[config.mk]
export PLATFORM = sky130hd
export DESIGN_NAME = iter_comparator
export DESIGN_NICKNAME = d
export VERILOG_FILES = /design/src/rtl/iter_comparator.sv
export SDC_FILE = /design/constraint.sdc
export NUM_CORES = 1
export LEC_CHECK = 0
export CAP_MARGIN = 40
export CORE_ASPECT_RATIO = 1.5
export CORE_UTILIZATION = 45
export CTS_CLUSTER_DIAMETER = 150
export DETAILED_ROUTE_END_ITERATION = 16
export MAX_ROUTING_LAYER = met4
export PLACE_DENSITY = 0.73
export SYNTH_ARGS = -nofsm -noshare
export SYNTH_HDL_FRONTEND = slang
export SYNTH_SLANG_ARGS = --single-unit
[constraint.sdc]
create_clock -name clk -period 3.95 [get_ports clk]
set_clock_uncertainty 0.15 [all_clocks]
set_input_delay 0.5925 -clock clk [delete_from_list [all_inputs] [get_ports clk]]
set_output_delay 0.5925 -clock clk [all_outputs]
set_load 0.02 [all_outputs]
[src/rtl/iter_comparator.sv]
// Multi-cycle magnitude comparator: scans CHUNK bits per cycle, MSB chunk first,
// and registers equal/greater/less flags behind a start/busy/done handshake.
module iter_comparator #(
  parameter int WIDTH      = 18,
  parameter int CHUNK      = 6,
  parameter int EARLY_EXIT = 1
) (
  input  logic             clk,
  input  logic             rst,
  input  logic             start,
  input  logic             signed_mode,
  input  logic [WIDTH-1:0] operand1,
  input  logic [WIDTH-1:0] operand2,
  input  logic             flag_clr,
  output logic             busy,
  output logic             done,
  output logic             ZF_register,
  output logic             CF_register,
  output logic             LT_register
);

  localparam int NCHUNK = WIDTH / CHUNK;
  localparam int IDX_W  = (NCHUNK > 1) ? $clog2(NCHUNK) : 1;
  localparam logic [IDX_W-1:0] IDX_TOP = IDX_W'(NCHUNK - 1);

  typedef enum logic [1:0] {
    IDLE = 2'd0,
    BUSY = 2'd1,
    DONE = 2'd2
  } state_t;

  state_t             state_r;
  state_t             state_nxt_s;
  logic [IDX_W-1:0]   idx_r;
  logic [WIDTH-1:0]   op1_r;
  logic [WIDTH-1:0]   op2_r;
  logic               mode_r;
  logic               found_r;
  logic               found_gt_r;
  logic               busy_r;
  logic               done_r;
  logic               zf_r;
  logic               cf_r;
  logic               lt_r;

  logic [WIDTH-1:0]   shift_a_s;
  logic [WIDTH-1:0]   shift_b_s;
  logic [CHUNK-1:0]   chunk_a_s;
  logic [CHUNK-1:0]   chunk_b_s;
  logic               flip_s;
  logic               ne_s;
  logic               gt_s;
  logic               last_s;
  logic               accept_s;
  logic               finish_s;
  logic               res_eq_s;
  logic               res_gt_s;

  // Chunk selection and per-chunk compare of the latched operands
  always_comb begin
    shift_a_s = op1_r >> (int'(idx_r) * CHUNK);
    shift_b_s = op2_r >> (int'(idx_r) * CHUNK);
    // Flipping the sign bit of the top chunk turns a signed compare into an unsigned one
    flip_s    = mode_r && (idx_r == IDX_TOP);
    chunk_a_s = shift_a_s[CHUNK-1:0] ^ {flip_s, {(CHUNK-1){1'b0}}};
    chunk_b_s = shift_b_s[CHUNK-1:0] ^ {flip_s, {(CHUNK-1){1'b0}}};
    ne_s      = (chunk_a_s != chunk_b_s);
    gt_s      = (chunk_a_s > chunk_b_s);
    last_s    = (idx_r == {IDX_W{1'b0}});
    accept_s  = start && ((state_r == IDLE) || (state_r == DONE));
    finish_s  = (state_r == BUSY) && (last_s || ((EARLY_EXIT != 0) && ne_s));
    res_eq_s  = !found_r && !ne_s;
    res_gt_s  = found_r ? found_gt_r : gt_s;
  end

  // Next-state logic
  always_comb begin
    state_nxt_s = state_r;
    case (state_r)
      IDLE: begin
        if (accept_s) state_nxt_s = BUSY;
        else          state_nxt_s = IDLE;
      end
      BUSY: begin
        if (finish_s) state_nxt_s = DONE;
        else          state_nxt_s = BUSY;
      end
      DONE: begin
        if (accept_s) state_nxt_s = BUSY;
        else          state_nxt_s = IDLE;
      end
      default: state_nxt_s = IDLE;
    endcase
  end

  // State register and registered handshake outputs
  always_ff @(posedge clk or negedge rst) begin
    if (!rst) begin
      state_r <= IDLE;
      busy_r  <= 1'b0;
      done_r  <= 1'b0;
    end else begin
      state_r <= state_nxt_s;
      busy_r  <= (state_nxt_s == BUSY);
      done_r  <= (state_nxt_s == DONE);
    end
  end

  // Operand latch, chunk index and first-difference tracking
  always_ff @(posedge clk or negedge rst) begin
    if (!rst) begin
      op1_r      <= {WIDTH{1'b0}};
      op2_r      <= {WIDTH{1'b0}};
      mode_r     <= 1'b0;
      idx_r      <= IDX_TOP;
      found_r    <= 1'b0;
      found_gt_r <= 1'b0;
    end else if (accept_s) begin
      op1_r      <= operand1;
      op2_r      <= operand2;
      mode_r     <= signed_mode;
      idx_r      <= IDX_TOP;
      found_r    <= 1'b0;
      found_gt_r <= 1'b0;
    end else if ((state_r == BUSY) && !finish_s) begin
      idx_r <= idx_r - IDX_W'(1);
      // Only the most significant differing chunk decides the result
      if (ne_s && !found_r) begin
        found_r    <= 1'b1;
        found_gt_r <= gt_s;
      end
    end
  end

  // Condition flags: a completing compare takes priority over flag_clr
  always_ff @(posedge clk or negedge rst) begin
    if (!rst) begin
      zf_r <= 1'b0;
      cf_r <= 1'b0;
      lt_r <= 1'b0;
    end else if (finish_s) begin
      zf_r <= res_eq_s;
      cf_r <= !res_eq_s && res_gt_s;
      lt_r <= !res_eq_s && !res_gt_s;
    end else if (flag_clr) begin
      zf_r <= 1'b0;
      cf_r <= 1'b0;
      lt_r <= 1'b0;
    end
  end

  assign busy        = busy_r;
  assign done        = done_r;
  assign ZF_register = zf_r;
  assign CF_register = cf_r;
  assign LT_register = lt_r;

endmodule

==> qor.yml, run 1 <==
die:
  pin_count: 46
  num_rows: 31
  die_h_um: 89.7
  initial_core_util_pct: 47.2
  fp.dieW_um: 60.5
  die-area_mm2: 0.00542
  core_region_area_mm2: 0.00489
synth:
  synth_area_leaders: "dfrtp_1 51%, nand2_1 20%, mux2i_1 5.2%, ha_1 4.3%, clkbuf_1 1.8%"
  synthArstFlopShare_pct: 100
  synth_area_mm2: 0.00231
  netlist-cell-type-count: 31
  synthSimpleGateAreaFrac_pct: 25.6
  synth_compound_area_share_pct: 7.60
  post_synth_mux_area_share_pct: 5.21
  ys_ff_latch: 48
  synth_most_common_cell: "nand2_1"
  syn-mean-instance-area_um2: 8.94
  synth_commonest_cells: "123 x nand2_1, 47 x dfrtp_1, 12 x mux2i_1, 11 x clkbuf_1, 8 x ha_1"
  yosysWarnings: 0
  synth.top_cell.area_share_pct: 51.0
  netlist_instances: 258
  synth_seq_area_share_pct: 52.1
  synth_top_area_cell: "dfrtp_1"
  synth.net_count: 307
  yosys.area_share.adder_pct: 4.34
  synth-main-ff-cell: "dfrtp_1"
  synth_top_family_by_area: "simple AND/OR/NAND/NOR gates"
  synth_edf_count: 0
  yosys.area_share.xor_xnor_pct: 1.47
timing:
  slew_headroom_pct: 54.6
  worst_pin_slew_ns: 0.680
  fin_tns_setup_ns: 0
  fin_ws_ns: 0.846
  slew_violations: 0
  max_freq_mhz: 322
  fin_crit_ns: 3.10
  final-setup-viol-count: 0
  period_share_pct: 78.6
  hold_violations: 0
  rsz0062_at_grt: "no"
global_route:
  grtUsageMet2_pct: 34.5
  grt_pass1_wl_um: 7650
  antenna_found_initial: 0
  overflow: 0
  use_met1_pct: 22.7
  grt-busiest-layer: "met2"
  grt_pass1_vias: 1671
  grt_max_degree: 43
  grtUsageTotal_pct: 19.7
  met3_usage_pct: 3.58
drt:
  ant_nets: 0
  drtIter0Drc: 52
  first_pass_iters: 4
  vias: 1756
  wl_per_cell_um: 12.1
  vias_per_cell: 4.80
  wirelength_um: 4440
  drc: 0
cells_and_area:
  nets: 348
  stdcell_count: 366
  drive_gt1_share_pct: 6.67
  area_growth_syn_to_layout_pct: 26.0
  finalInstanceArea_mm2: 0.00291
  n_antenna_cell: 0
critical_path:
  required_ns: 3.97
  crit_slowest_cell: "nor2b_1"
  critPathMaxStageDelay_ns: 0.62
  critPathArrivalTime_ns: 3.12
  crit_type: "register to register"
  worstPathMaxFanout: 15
  worstPathCellList: "nor2b_1, a21oi_1, xnor2_1, ha_1, nand4_4, or4_4, xnor2_2, nor2_1"
  crit_path_end_kind: "register"
  setup.worst_path.start_class: "register"
cts:
  numCtsBuffers: 5
  cts_hold_buf: 0
  cts_buffer_depth: 2
  cts_tree: "yes"
  cts_sinks: 48
  cts.clk_slew.worst_paths_ns: 0.08
  post_cts_buffers: 0
  htreeDepth: 2
  cts_resized: 0
  insertion_delay_ns: 0.29
  root_buffer: "clkbuf_8"
placement:
  hpwl_um: 3360
  place_ws_ns: 0.849
  dp_cells: 358
  placed_area_mm2: 0.00282
  portBuffers: 45
  place_congestion: 0.790
power_and_ir_drop:
  powerDensity_mw_per_mm2: 467
  vdd_drop_max_mv: 0.237
  fin_total_pwr_mw: 1.36
  leakagePower_nw: 1.51
status:
  run_status: "finished clean"
hold_path:
  hold_class: "primary input to asynchronous set/reset pin"
flow_run:
  maxCapViolCount: 0
## power by group
part | leakage (nW) | internal (mW) | switching [mW] | total (mW)
logic | 0.868 | 0.200 | 0.225 | 0.425
registers | 0.599 | 0.581 | 0.0622 | 0.643
clock network | 0.0455 | 0.143 | 0.146 | 0.289
## sequential cells by signal, summed over array words and instances, names as in the netlist
name,count
state_r,2
done,1
found_gt_r,1
op2_r,18
CF_register,1
LT_register,1
mode_r,1
op1_r,18
ZF_register,1
idx_r,2
found_r,1
busy,1
## layer usage
metal	wire length [um]	part of all wire, %
met3	106	2.4
met4	54	1.2
met5	0	0
met1	1850	42
met2	2430	55
## cell type report
cell class | instances | area [um^2]
Sequential cell | 48 | 1200
Fill cell | 483 | 1980
Clock buffer | 8 | 90.1
Tap cell | 66 | 82.6
Timing Repair Buffer | 48 | 488
Multi-Input combinational cell | 190 | 1020
Inverter | 6 | 22.5
## placed cells by master (no fill, tap or decap), types with 2 or more instances in the layout
cell	n
a21oi_1	7
and2_1	3
buf_4	2
clkbuf_1	2
clkbuf_8	6
clkdlybuf4s50_1	44
dfrtp_1	47
ha_1	8
inv_1	6
mux2i_1	12
nand2_1	123
nand2b_1	2
nand3_1	2
nor2_1	7
nor2b_1	2
o21ai_0	6
o31ai_1	2
xnor2_1	2
## stage by stage
| step | hold WS (ns) | utilization (%) |
|---|---|---|
| final | 0.140 | 59.5 |
| after global routing | 0.178 | 59.5 |
| after CTS | 0.150 | 59.5 |
| after detailed placement | 0.314 | 57.6 |
| after global placement | 0.307 | 57.1 |
| after floorplan | 0.147 | - |
## worst paths after layout
check                              start   endpoint  slack [ns]  cells past startpoint
worst max register to register  idx_r[0]   idx_r[0]        0.85                      8
min in group clk                op1_r[0]   op1_r[0]        0.32                      2
worst min-delay path                 rst  op2_r[10]        0.14                      1
worst max-delay path            idx_r[0]   idx_r[0]        0.85                      8
max in group asynchronous            rst   idx_r[1]        2.92                      2
worst min register to register  op1_r[0]   op1_r[0]        0.32                      2
## cells by family after synthesis
kind of cell,Yosys count
AOI/OAI and AO/OA,24
and+or+nand+nor,143
DFF,48
buffers and inverters,20
xor gates and xnor gates,3
muxes,12
adders and majority gates,8
## worst max-delay path: cells and delay by family (launching register included)
family	cells	cell delay, ns
compound gates	1	0.18
simple gates	4	1.41
fa+ha+maj	1	0.35
xor+xnor	2	0.30
flops	1	0.59
Note: power is estimated with default switching activity, not from simulation.
==> inputs of run 2 (changes only) <==
--- a/config.mk
+++ b/config.mk
@@ -11,7 +11,7 @@
 export CTS_CLUSTER_DIAMETER = 150
 export DETAILED_ROUTE_END_ITERATION = 16
 export MAX_ROUTING_LAYER = met4
-export PLACE_DENSITY = 0.73
+export PLACE_DENSITY = 0.76
 export SYNTH_ARGS = -nofsm -noshare
 export SYNTH_HDL_FRONTEND = slang
 export SYNTH_SLANG_ARGS = --single-unit
==> constraint.sdc (replaced) <==
create_clock -name clk -period 2.8 [get_ports clk]
set_clock_uncertainty 0.15 [all_clocks]
set_input_delay 0.42 -clock clk [delete_from_list [all_inputs] [get_ports clk]]
set_output_delay 0.42 -clock clk [all_outputs]
set_load 0.02 [all_outputs]
==> qor.yml, run 2 (synthesis gave the netlist of run 1 again) <==
placement:
  hpwl_um: 3470  # +3.3%
  place_congestion: 0.880  # +11%
  portBuffers: 45  # unchanged
  dp_cells: 362  # +1.1%
global_route:
  grt_max_degree: 39  # -9.3%
  grt_pass1_wl_um: 7990  # +4.5%
  grt_pass1_vias: 1815  # +8.6%
  grtUsageTotal_pct: 20.8  # +1.1 points
  antenna_found_initial: 0  # unchanged
  overflow: 0  # unchanged
timing:
  period_share_pct: 95.9  # +17 points
  fin_tns_setup_ns: 0  # unchanged
  hold_violations: 0  # unchanged
  max_freq_mhz: 372  # +16%
  final-setup-viol-count: 0  # unchanged
  fin_crit_ns: 2.68  # -0.419 ns
  slew_violations: 0  # unchanged
  rsz0062_at_grt: "no"
  slew_headroom_pct: 53.5  # -1.0 points
  worst_pin_slew_ns: 0.697  # +0.0168 ns
cts:
  root_buffer: "clkbuf_8"
  cts.clk_slew.worst_paths_ns: 0.08  # about the same
  cts_buffer_depth: 2  # unchanged
  insertion_delay_ns: 0.30  # about the same
  htreeDepth: 2  # unchanged
  numCtsBuffers: 5  # unchanged
  cts_tree: "yes"
  cts_sinks: 48  # unchanged
critical_path:
  crit_path_end_kind: "register"
  critPathMaxStageDelay_ns: 0.64  # +0.02 ns
  worstPathMaxFanout: 7  # -8
  critPathArrivalTime_ns: 2.72  # -0.40 ns
  worstPathCellList: "buf_6, mux2i_1, o21ai_0, ha_1, nand4_4, or4_4, xnor2_2, nor2_1"
  required_ns: 2.84  # -1.13 ns
  cp_top_family: "simple AND/OR/NAND/NOR gates"
  crit_slowest_cell: "dfstp_2"
  crit_type: "register to register"
  setup.worst_path.start_class: "register"
  crit_buf_inv: 1  # +1
drt:
  wl_per_cell_um: 12.4  # +2.3%
  drtIter0Drc: 70  # +35%
  vias_per_cell: 4.83  # +0.58%
  vias: 1800  # +2.5%
  ant_nets: 0  # unchanged
  wirelength_um: 4630  # +4.3%
  first_pass_iters: 5  # +1
  drc: 0  # unchanged
power_and_ir_drop:
  fin_total_pwr_mw: 1.96  # +45%
  powerDensity_mw_per_mm2: 662  # +42%
  vdd_drop_max_mv: 0.334  # +41%
  leakagePower_nw: 1.55  # +2.2%
die:
  num_rows: 31  # unchanged
  die_h_um: 89.7  # unchanged
  initial_core_util_pct: 47.2  # unchanged
  fp.dieW_um: 60.5  # unchanged
  pin_count: 46  # unchanged
  die-area_mm2: 0.00542  # unchanged
  core_region_area_mm2: 0.00489  # unchanged
cells_and_area:
  fill_cells: 459  # -5.0%
  layout_common_cells: "123 x nand2_1, 47 x dfrtp_1, 44 x clkdlybuf4s50_1"
  utilization_pct: 60.6  # +1.2 points
  nets: 356  # +2.3%
  layout_commonest_cell: "nand2_1"
  drive_gt1_share_pct: 9.45  # +2.8 points
  reg_top3: "op1_r: 18 flops, op2_r: 18 flops"
  n_antenna_cell: 0  # unchanged
  area_growth_syn_to_layout_pct: 28.5
  stdcell_count: 373  # +1.9%
hold_path:
  hold_class: "register to register"
flow_run:
  maxCapViolCount: 0  # unchanged
status:
  run_status: "finished clean"
run 2: repair_timing:
| action | 4_1_cts | 5_1_grt |
|---|---|---|
| gates resized for setup | 0 | 4 |
| endpoints found under the setup margin | 0 | 4 |
| endpoints found under the hold margin | 17 | 0 |
| hold buffers | 1 | 0 |
| buffers inserted | 0 | 3 |
run 2: stage by stage:
step	hold WS [ns]	area (um^2)	setup WS [ns]
floorplan	-0.0256	2310	0.0694
global placement	0.222	2840	0.153
detailed placement	0.228	2840	0.102
CTS	0.331	2930	0.0810
global route	0.350	2960	0.0108
finish	0.327	2960	0.115
run 2: worst paths after layout:
check / startpoint / to / slack [ns] / cells past startpoint
worst max-delay path: idx_r[1] / idx_r[0] / 0.12 / 8
max in group asynchronous: rst / op2_r[2] / 1.34 / 3
worst max register to register: idx_r[1] / idx_r[0] / 0.12 / 8
worst min-delay path: op2_r[3] / op2_r[3] / 0.33 / 2
min in group asynchronous: rst / busy / 0.43 / 2
worst min register to register: op2_r[3] / op2_r[3] / 0.33 / 2
run 2: cell type report:
class	count	area (um^2)	area share [%]
inverter	6	22.5	0.760
timing repair buffer	56	551	18.6
clock inverter	1	5.00	0.169
tap	66	82.6	2.79
sequential	48	1200	40.6
clock buffer	6	72.6	2.45
multi-input combinational	190	1030	34.7
run 2: worst register-to-register path: cells and delay by family (launching register included):
kind	cells	cell delay, ns
AO/OA/AOI/OAI	1	0.13
multiplexers	1	0.19
adder cells (fa/ha/maj)	1	0.37
XOR/XNOR	1	0.14
buffers and inverters	1	0.17
AND/OR/NAND/NOR	3	0.79
flip-flops	1	0.64
run 2: power breakdown:
| group | internal [mW] | total (mW) | leakage (nW) | switching, mW |
|---|---|---|---|---|
| sequential | 0.820 | 0.894 | 0.599 | 0.0749 |
| clock | 0.170 | 0.389 | 0.0410 | 0.219 |
| combinational | 0.329 | 0.678 | 0.906 | 0.349 |
| total | 1.32 | 1.96 | 1.55 | 0.643 |
run 2: layer usage:
| metal | global-route usage [%] | wire length, um |
|---|---|---|
| met3 | 3.01 | 111 |
| met5 | - | 0 |
| met2 | 35.7 | 2480 |
| met4 | 9.71 | 103 |
| met1 | 23.6 | 1940 |
==> inputs of run 3 (changes only) <==
--- a/config.mk
+++ b/config.mk
@@ -7,11 +7,13 @@
 export LEC_CHECK = 0
 export CAP_MARGIN = 40
 export CORE_ASPECT_RATIO = 1.5
+export CORE_MARGIN = 10
 export CORE_UTILIZATION = 45
 export CTS_CLUSTER_DIAMETER = 150
 export DETAILED_ROUTE_END_ITERATION = 16
 export MAX_ROUTING_LAYER = met4
 export PLACE_DENSITY = 0.76
+export SLEW_MARGIN = 20
 export SYNTH_ARGS = -nofsm -noshare
 export SYNTH_HDL_FRONTEND = slang
 export SYNTH_SLANG_ARGS = --single-unit
==> qor.yml, run 3 (synthesis gave the netlist of run 1 again) <==
cells_and_area:
  drive_gt1_share_pct: 9.35  # -0.091 points
  fill_cells: 465  # +1.3%
  layout_common_cells: "123 x nand2_1, 47 x dfrtp_1, 44 x clkdlybuf4s50_1"
  n_antenna_cell: 0  # unchanged
  layout_commonest_cell: "nand2_1"
  area_growth_syn_to_layout_pct: 29.1
  nets: 358  # +0.56%
  reg_top3: "op1_r: 18 flops, op2_r: 18 flops"
timing:
  final-setup-viol-count: 0  # unchanged
  slew_headroom_pct: 65.2  # +12 points
  worst_pin_slew_ns: 0.522  # -0.175 ns
  slew_violations: 0  # unchanged
  fin_crit_ns: 2.66  # -0.0275 ns
  period_share_pct: 94.9  # -0.98 points
  rsz0062_at_grt: "no"
  hold_violations: 0  # unchanged
  max_freq_mhz: 376  # +1.0%
  fin_tns_setup_ns: 0  # unchanged
die:
  core_region_area_mm2: 0.00489  # unchanged
  initial_core_util_pct: 47.2  # unchanged
  die_h_um: 108  # +20%
  die-area_mm2: 0.00845  # +56%
  fp.dieW_um: 78.5  # +30%
  pin_count: 46  # unchanged
  num_rows: 31  # unchanged
cts:
  cts.clk_slew.worst_paths_ns: 0.08  # about the same
  root_buffer: "clkbuf_8"
  cts_sinks: 48  # unchanged
  htreeDepth: 2  # unchanged
  cts_buffer_depth: 2  # unchanged
  numCtsBuffers: 5  # unchanged
  cts_tree: "yes"
  cts_resized: 0  # unchanged
  insertion_delay_ns: 0.30  # about the same
critical_path:
  crit_type: "register to register"
  critPathArrivalTime_ns: 2.70  # -0.02 ns
  r2r_cells: 9  # +1
  required_ns: 2.84  # about the same
  r2r_start: "idx_r[1]"
  crit_path_end_kind: "register"
  r2r_slack_ns: 0.14  # +0.03 ns
  worstPathMaxFanout: 7  # unchanged
  critPathLaunch: "idx_r[1]"
  setup.worst_path.start_class: "register"
hold_path:
  worstHoldPathCells: 2  # unchanged
  hp-start: "op2_r[17]"
  hold_class: "register to register"
placement:
  place_congestion: 0.834  # -5.2%
  hpwl_um: 4130  # +19%
  portBuffers: 45  # unchanged
power_and_ir_drop:
  fin_total_pwr_mw: 1.97  # +0.42%
  vdd_drop_max_mv: 0.380  # +14%
  powerDensity_mw_per_mm2: 662  # about the same
  leakagePower_nw: 1.56  # +0.62%
drt:
  vias_per_cell: 4.90  # +1.6%
  ant_nets: 0  # unchanged
  drc: 0  # unchanged
  vias: 1843  # +2.4%
  wirelength_um: 5090  # +10%
  first_pass_iters: 4  # -1
  drtIter0Drc: 79  # +13%
  wl_per_cell_um: 13.5  # +9.1%
global_route:
  grtUsageTotal_pct: 13.0  # -7.9 points
  antenna_found_initial: 0  # unchanged
  grt_max_degree: 27  # -31%
  grt_pass1_wl_um: 8700  # +8.9%
  overflow: 0  # unchanged
  grt_pass1_vias: 1981  # +9.1%
status:
  run_status: "finished clean"
flow_run:
  maxCapViolCount: 0  # unchanged
==> run 3: cell types whose count changed in the layout (fill, tap and decap cells not counted) <==
| cell | before | now |
|---|---|---|
| a21oi_2 | 1 | 0 |
| nor2b_2 | 2 | 1 |
| clkbuf_8 | 5 | 6 |
| nor2b_1 | 1 | 2 |
| clkinv_2 | 1 | 0 |
| clkbuf_1 | 1 | 2 |
| buf_4 | 7 | 11 |
| buf_6 | 2 | 0 |
| a21oi_1 | 6 | 7 |
==> run 3: area by class of cell <==
| class | instances | area, um^2 | area share, % |
|---|---|---|---|
| Tap cell | 66 | 82.6 | 2.77 |
| Timing Repair Buffer | 58 | 558 | 18.7 |
| Multi-Input combinational cell | 190 | 1020 | 34.3 |
| Inverter | 6 | 22.5 | 0.757 |
| Clock buffer | 8 | 90.1 | 3.03 |
| Sequential cell | 48 | 1200 | 40.4 |
==> run 3: what timing repair did <==
| action | 4_1_cts | 5_1_grt |
|---|---|---|
| endpoints found under the hold margin | 21 | 0 |
| endpoints found under the setup margin | 0 | 3 |
| buffers inserted | 0 | 2 |
| hold buffers | 1 | 0 |
==> run 3: power by group <==
| part | switching [mW] | total [mW] | internal (mW) |
|---|---|---|---|
| clock network | 0.215 | 0.417 | 0.202 |
| registers | 0.0792 | 0.899 | 0.820 |
| logic | 0.342 | 0.655 | 0.313 |
| total | 0.637 | 1.97 | 1.33 |
==> run 3: worst paths after layout <==
| check | to |
|---|---|
| min in group asynchronous | op2_r[3] |
| max in group asynchronous | idx_r[1] |
| max reg2reg | idx_r[0] |
| min reg2reg | op2_r[17] |
| max | idx_r[0] |
| min | op2_r[17] |
==> run 3: critical path, cell delays in order, from the launching register on <==
cell     delay [ns]
dfstp_2        0.62
mux2i_1        0.22
nor2_1         0.05
a21oi_1        0.14
xnor2_1        0.09
ha_1           0.35
nand4_4        0.16
or4_4          0.57
xnor2_2        0.15
nor2_1         0.05
==> run 3: routing by layer <==
layer | share of wire, % | track usage [%] | wire length [um]
met2 | 55 | 23.5 | 2820
met1 | 39 | 13.0 | 2010
met4 | 2.6 | 5.78 | 132
met5 | 0 | - | 0
met3 | 2.6 | 2.68 | 130
==> run 3: per-stage QoR <==
| stage | area (um^2) | setup WS (ns) | hold WS [ns] | std cells | util (%) |
|---|---|---|---|---|---|
| 3_3_place_gp | 2840 | 0.200 | 0.312 | 364 | 58.1 |
| 5_1_grt | 2980 | 0.00819 | 0.357 | 376 | 60.9 |
| 2_1_floorplan | 2310 | 0.0694 | -0.0256 | 258 | - |
| 6_report | 2980 | 0.143 | 0.334 | 376 | 60.9 |
| 3_5_place_dp | 2860 | 0.118 | 0.275 | 365 | 58.6 |
| 4_1_cts | 2960 | 0.0999 | 0.337 | 374 | 60.6 |
